--- config.mk ---
export PLATFORM = sky130hd
export DESIGN_NAME = mux2_arbiter
export DESIGN_NICKNAME = d
export VERILOG_FILES = /design/src/rtl/mux2_arbiter.sv
export SDC_FILE = /design/constraint.sdc
export NUM_CORES = 1
export LEC_CHECK = 0
export BUFFER_PORTS_ARGS = -buffer_cell sky130_fd_sc_hd__buf_2
export CELL_PAD_IN_SITES_DETAIL_PLACEMENT = 0
export CELL_PAD_IN_SITES_GLOBAL_PLACEMENT = 1
export CORE_UTILIZATION = 37
export CTS_BUF_LIST = sky130_fd_sc_hd__clkbuf_8
export DETAILED_ROUTE_END_ITERATION = 6
export GPL_TIMING_DRIVEN = 0
export PLACE_DENSITY = 0.85
export REMOVE_ABC_BUFFERS = 1
export SKIP_CTS_REPAIR_TIMING = 1
export SYNTH_ARGS = -nofsm -noshare
export SYNTH_HDL_FRONTEND = slang
export SYNTH_SLANG_ARGS = --single-unit
--- constraint.sdc ---
create_clock -name sys_clk -period 2.8 [get_ports sys_clk]
set_input_delay 0.28 -clock sys_clk [delete_from_list [all_inputs] [get_ports sys_clk]]
set_output_delay 0.28 -clock sys_clk [all_outputs]
set_load 0.01 [all_outputs]
--- src/rtl/mux2_arbiter.sv ---
// Round-robin owner of the mux2_1 select line. Grants one of two requesters
// for a burst (ended by last, withdrawal or a hold cap) and forwards the
// selected data to a single valid/ready consumer.
module mux2_arbiter #(
    parameter int unsigned DATA_W   = 8,
    parameter int unsigned MAX_HOLD = 16
) (
    input  logic              sys_clk,
    input  logic              sys_rst_n,
    input  logic              req1,
    input  logic [DATA_W-1:0] in1,
    input  logic              last1,
    output logic              gnt1,
    input  logic              req2,
    input  logic [DATA_W-1:0] in2,
    input  logic              last2,
    output logic              gnt2,
    output logic              sel,
    output logic              out_valid,
    output logic [DATA_W-1:0] out_data,
    input  logic              out_ready,
    output logic              hold_expire
);

    typedef enum logic [1:0] {StIdle, StServe1, StServe2} state_e;

    // Last count value of a grant; reaching it forces a release.
    localparam logic [7:0] CapCnt = 8'(MAX_HOLD - 1);

    state_e      state_q, state_d;
    logic        sel_q, sel_d;
    logic        prio_q, prio_d;        // 1: requester 1 wins a tie in idle
    logic [7:0]  hold_cnt_q, hold_cnt_d;
    logic        hold_expire_q, hold_expire_d;

    logic        serving1;
    logic        own_req, own_last, oth_req;
    logic        last_acc, cap_hit, release_grant;

    assign gnt1        = (state_q == StServe1);
    assign gnt2        = (state_q == StServe2);
    assign sel         = sel_q;
    assign hold_expire = hold_expire_q;
    assign out_valid   = (gnt1 & req1) | (gnt2 & req2);
    assign out_data    = sel_q ? in1 : in2;

    // Signals of the current owner vs the waiting requester (only meaningful in SERVE).
    assign serving1      = (state_q == StServe1);
    assign own_req       = serving1 ? req1  : req2;
    assign own_last      = serving1 ? last1 : last2;
    assign oth_req       = serving1 ? req2  : req1;
    assign last_acc      = out_valid & out_ready & own_last;
    assign cap_hit       = (hold_cnt_q == CapCnt);
    assign release_grant = last_acc | ~own_req | cap_hit;

    // Next-state: arbitration in idle, release/handover while serving.
    always_comb begin
        state_d       = state_q;
        sel_d         = sel_q;
        prio_d        = prio_q;
        hold_cnt_d    = hold_cnt_q;
        hold_expire_d = 1'b0;
        unique case (state_q)
            StIdle: begin
                if (req1 && (prio_q || !req2)) begin
                    state_d    = StServe1;
                    sel_d      = 1'b1;
                    hold_cnt_d = 8'd0;
                end else if (req2) begin
                    state_d    = StServe2;
                    sel_d      = 1'b0;
                    hold_cnt_d = 8'd0;
                end
            end
            StServe1, StServe2: begin
                if (release_grant) begin
                    // A last beat in the cap cycle counts as a normal finish.
                    hold_expire_d = cap_hit & ~last_acc;
                    prio_d        = ~serving1;
                    hold_cnt_d    = 8'd0;
                    if (oth_req) begin
                        state_d = serving1 ? StServe2 : StServe1;
                        sel_d   = ~serving1;
                    end else if (!own_req) begin
                        state_d = StIdle;
                    end
                end else begin
                    hold_cnt_d = hold_cnt_q + 8'd1;
                end
            end
            default: state_d = StIdle;
        endcase
    end

    // State registers with asynchronous active-low reset.
    always_ff @(posedge sys_clk or negedge sys_rst_n) begin
        if (!sys_rst_n) begin
            state_q       <= StIdle;
            sel_q         <= 1'b1;
            prio_q        <= 1'b1;
            hold_cnt_q    <= 8'd0;
            hold_expire_q <= 1'b0;
        end else begin
            state_q       <= state_d;
            sel_q         <= sel_d;
            prio_q        <= prio_d;
            hold_cnt_q    <= hold_cnt_d;
            hold_expire_q <= hold_expire_d;
        end
    end

endmodule

==> flow_metrics.tcl <==
set metrics [dict create \
    status "completed" \
    max_slew_margin_pct 63.1 \
    cts_tree "built" \
    cap_violations 0 \
    pwr_density_cell_nw_per_um2 848 \
    rsz0062_at_grt "false" \
    peakVddDrop_mv 0.608 \
    fin_setup_tns_ps 0 \
    clk_pin_slew_ps 50 \
    dp_hpwl_mm 1.72 \
    ctsRootBufferMaster "clkbuf_8" \
    synth_warnings 0 \
    finClkSkew_ps 1.80 \
    wl_per_cell_um 12.4 \
    worstMarginPinSlew_ps 553 \
    seqCellArea_sq_um 328 \
    path_class "flip-flop to flip-flop" \
    synth_cell_types 39 \
    grt_pass1_vias 856 \
    fillers 244 \
    multi_input_area_sq_um 618 \
    seq_area_frac_synth_pct 32.8 \
    worstHoldPathType "input port to flip-flop" \
    syn_inst 108 \
    max_stage_delay_ps 440 \
    min_path_cells 3 \
    cp.arrival_ps 2400 \
    period_needed_ps 2270 \
    antenna_found_initial 0 \
    gp_congestion 0.791 \
    nets 173 \
    core_sq_um 2520 \
    place_inst 169 \
    grt_pass1_wl_mm 3.51 \
    fmax_mhz 440 \
    pin_count 36 \
    rows 18 \
    rr_endpoint "state_q[1]" \
    hold_viol 0 \
    grt_max_degree 14 \
    cts_inserted_buffers 3 \
    critPathSlowestCell "o31a_2" \
    portBuffers 35 \
    holdPathEnd "sel" \
    die_h_um 54.0 \
    ys_seq_elements 13 \
    cts_buffer_depth 2 \
    layout-drive-gt1-share_pct 40.3 \
    period_share_pct 81.2 \
    initial_core_util_pct 39.6 \
    drtIter0Drc 8 \
    synth_area_per_cell_sq_um 9.26 \
    r2r_setup_slack_ps 530 \
    die_area_sq_um 2910 \
    report.final.slew_viol_count 0 \
    required_ps 2920 \
    worst_setup_path_start_kind "flip-flop" \
    final_cells 174 \
    worst_r2r_path_depth 6 \
    clk_latency_ps 240 \
    end_kind "flip-flop" \
    num_vias 937 \
    r2r_start "state_q[1]" \
    grtUsageTotal_pct 17.3 \
    cts_max_level 1 \
    via_per_inst 5.39 \
    syn_to_final_growth_pct 24.8 \
    diodes 0 \
    drt_wl_total_mm 2.16 \
    grt_overflow 0 \
    cp_cell_sequence "inv_1, ha_1, a22oi_1, o31a_2, a211o_2, mux2_4" \
    crit_fanout 10 \
    drc 0 \
    numClockSinks 13 \
    die_x_um 54.0 \
    finalSetupViolations 0 \
    antenna_left 0 \
    dr.pass1.iters 3 \
    p_leak_nw 0.583 \
    min_from "req1" \
    syn-cell-area_sq_um 1000 \
]
-- cells in the final DEF (no fill, tap or decap), types with 3 or more instances in the layout --
cell type  count
a31oi_1        3
nand2b_1       3
nand3_1        3
nand2_1        9
ha_1           5
clkbuf_8       3
a21oi_1        3
buf_2         35
dfrtp_1       11
inv_1         10
mux2i_1        6
o21ai_0        7
nor3_1         3
mux2_2         9
-- Yosys cell counts --
cell | count | share of area, %
a211o_2 | 1 | 1.0
a211oi_1 | 1 | 0.75
a21oi_1 | 3 | 1.5
a22oi_1 | 1 | 0.75
a31oi_1 | 3 | 1.9
and2_0 | 1 | 0.63
buf_4 | 1 | 0.75
clkbuf_1 | 2 | 0.75
clkbuf_2 | 1 | 0.50
dfrtp_1 | 11 | 28
dfstp_2 | 2 | 5.3
ha_1 | 5 | 6.3
inv_1 | 9 | 3.4
mux2_2 | 9 | 10
mux2_4 | 1 | 1.5
mux2i_1 | 6 | 6.0
nand2_1 | 9 | 3.4
nand2b_1 | 3 | 1.9
nand3_1 | 3 | 1.5
nand3b_1 | 1 | 0.75
nand4_1 | 2 | 1.3
nand4b_1 | 1 | 0.88
nor2_1 | 2 | 0.75
nor2b_1 | 2 | 1.3
nor3_1 | 3 | 1.5
nor3b_1 | 1 | 0.75
nor4_1 | 1 | 0.63
o21a_4 | 1 | 1.5
o21ai_0 | 7 | 3.5
o22ai_1 | 2 | 1.3
o2bb2ai_1 | 1 | 0.88
o311ai_0 | 2 | 1.8
o31a_2 | 1 | 1.0
o31ai_1 | 2 | 1.5
or2_2 | 2 | 1.3
or2b_1 | 1 | 0.75
or3_1 | 1 | 0.63
or3_4 | 1 | 1.1
or3b_2 | 2 | 1.8
-- logic make-up after synthesis --
group / synth area share, %
and+or+nand+nor: 20.7
AOI/OAI and AO/OA: 17.3
muxes: 17.6
buffers and inverters: 5.38
DFF: 32.8
adders and majority gates: 6.26
-- state kept, by name, indices dropped and copies added (netlist names) --
register,flops
prio_q,1
hold_expire,1
state_q,2
sel,1
hold_cnt_q,8
-- power breakdown --
part / total [mW] / switching, mW / internal, mW
sequential: 0.280 / 0.0464 / 0.234
clock: 0.158 / 0.0617 / 0.0964
combinational: 0.620 / 0.324 / 0.296
total: 1.06 / 0.432 / 0.626
-- metal layers --
metal	up-vias	track usage (%)	wire, um
met5	-	0	0
met3	5	5.08	146
met2	30	31.1	1050
met1	439	19.0	932
met4	0	6.41	27
li1	463	-	-
-- critical path: cells and delay by family (launching register included) --
kind | cells | cell delay [ps]
AOI/OAI and AO/OA | 3 | 990
adders and majority gates | 1 | 390
buffers and inverters | 1 | 80
DFF | 1 | 400
muxes | 1 | 300
-- final cells by class --
type / instances / area share, %
Multi-Input combinational cell: 82 / 49.5
Sequential cell: 13 / 26.3
Timing Repair Buffer: 36 / 14.8
Clock buffer: 3 / 3.31
Tap cell: 30 / 3.01
Inverter: 9 / 2.71
Clock inverter: 1 / 0.301
-- per-stage QoR --
| stage | power, mW | hold WS [ps] | instance area, sq um | worst slack, ps | utilization (%) |
|---|---|---|---|---|---|
| 2_1_floorplan | 0.738 | -15.6 | 980 | 666 | - |
| 3_3_place_gp | 0.890 | 181 | 1190 | 576 | 47.3 |
| 3_5_place_dp | 0.903 | 180 | 1190 | 544 | 47.3 |
| 4_1_cts | 1.07 | -79.1 | 1240 | 526 | 49.1 |
| 5_1_grt | 1.16 | 475 | 1250 | 416 | 49.5 |
| 6_report | 1.06 | 430 | 1250 | 526 | 49.5 |
-- worst max-delay path by stage --
stage	start	to
final	state_q[1]	state_q[1]
after global routing	state_q[1]	state_q[1]
after CTS	state_q[1]	state_q[1]
after detailed placement	state_q[1]	state_q[1]
after global placement	state_q[1]	state_q[1]
after floorplan	state_q[1]	state_q[1]
No activity file was read; power rests on OpenSTA's default activity.
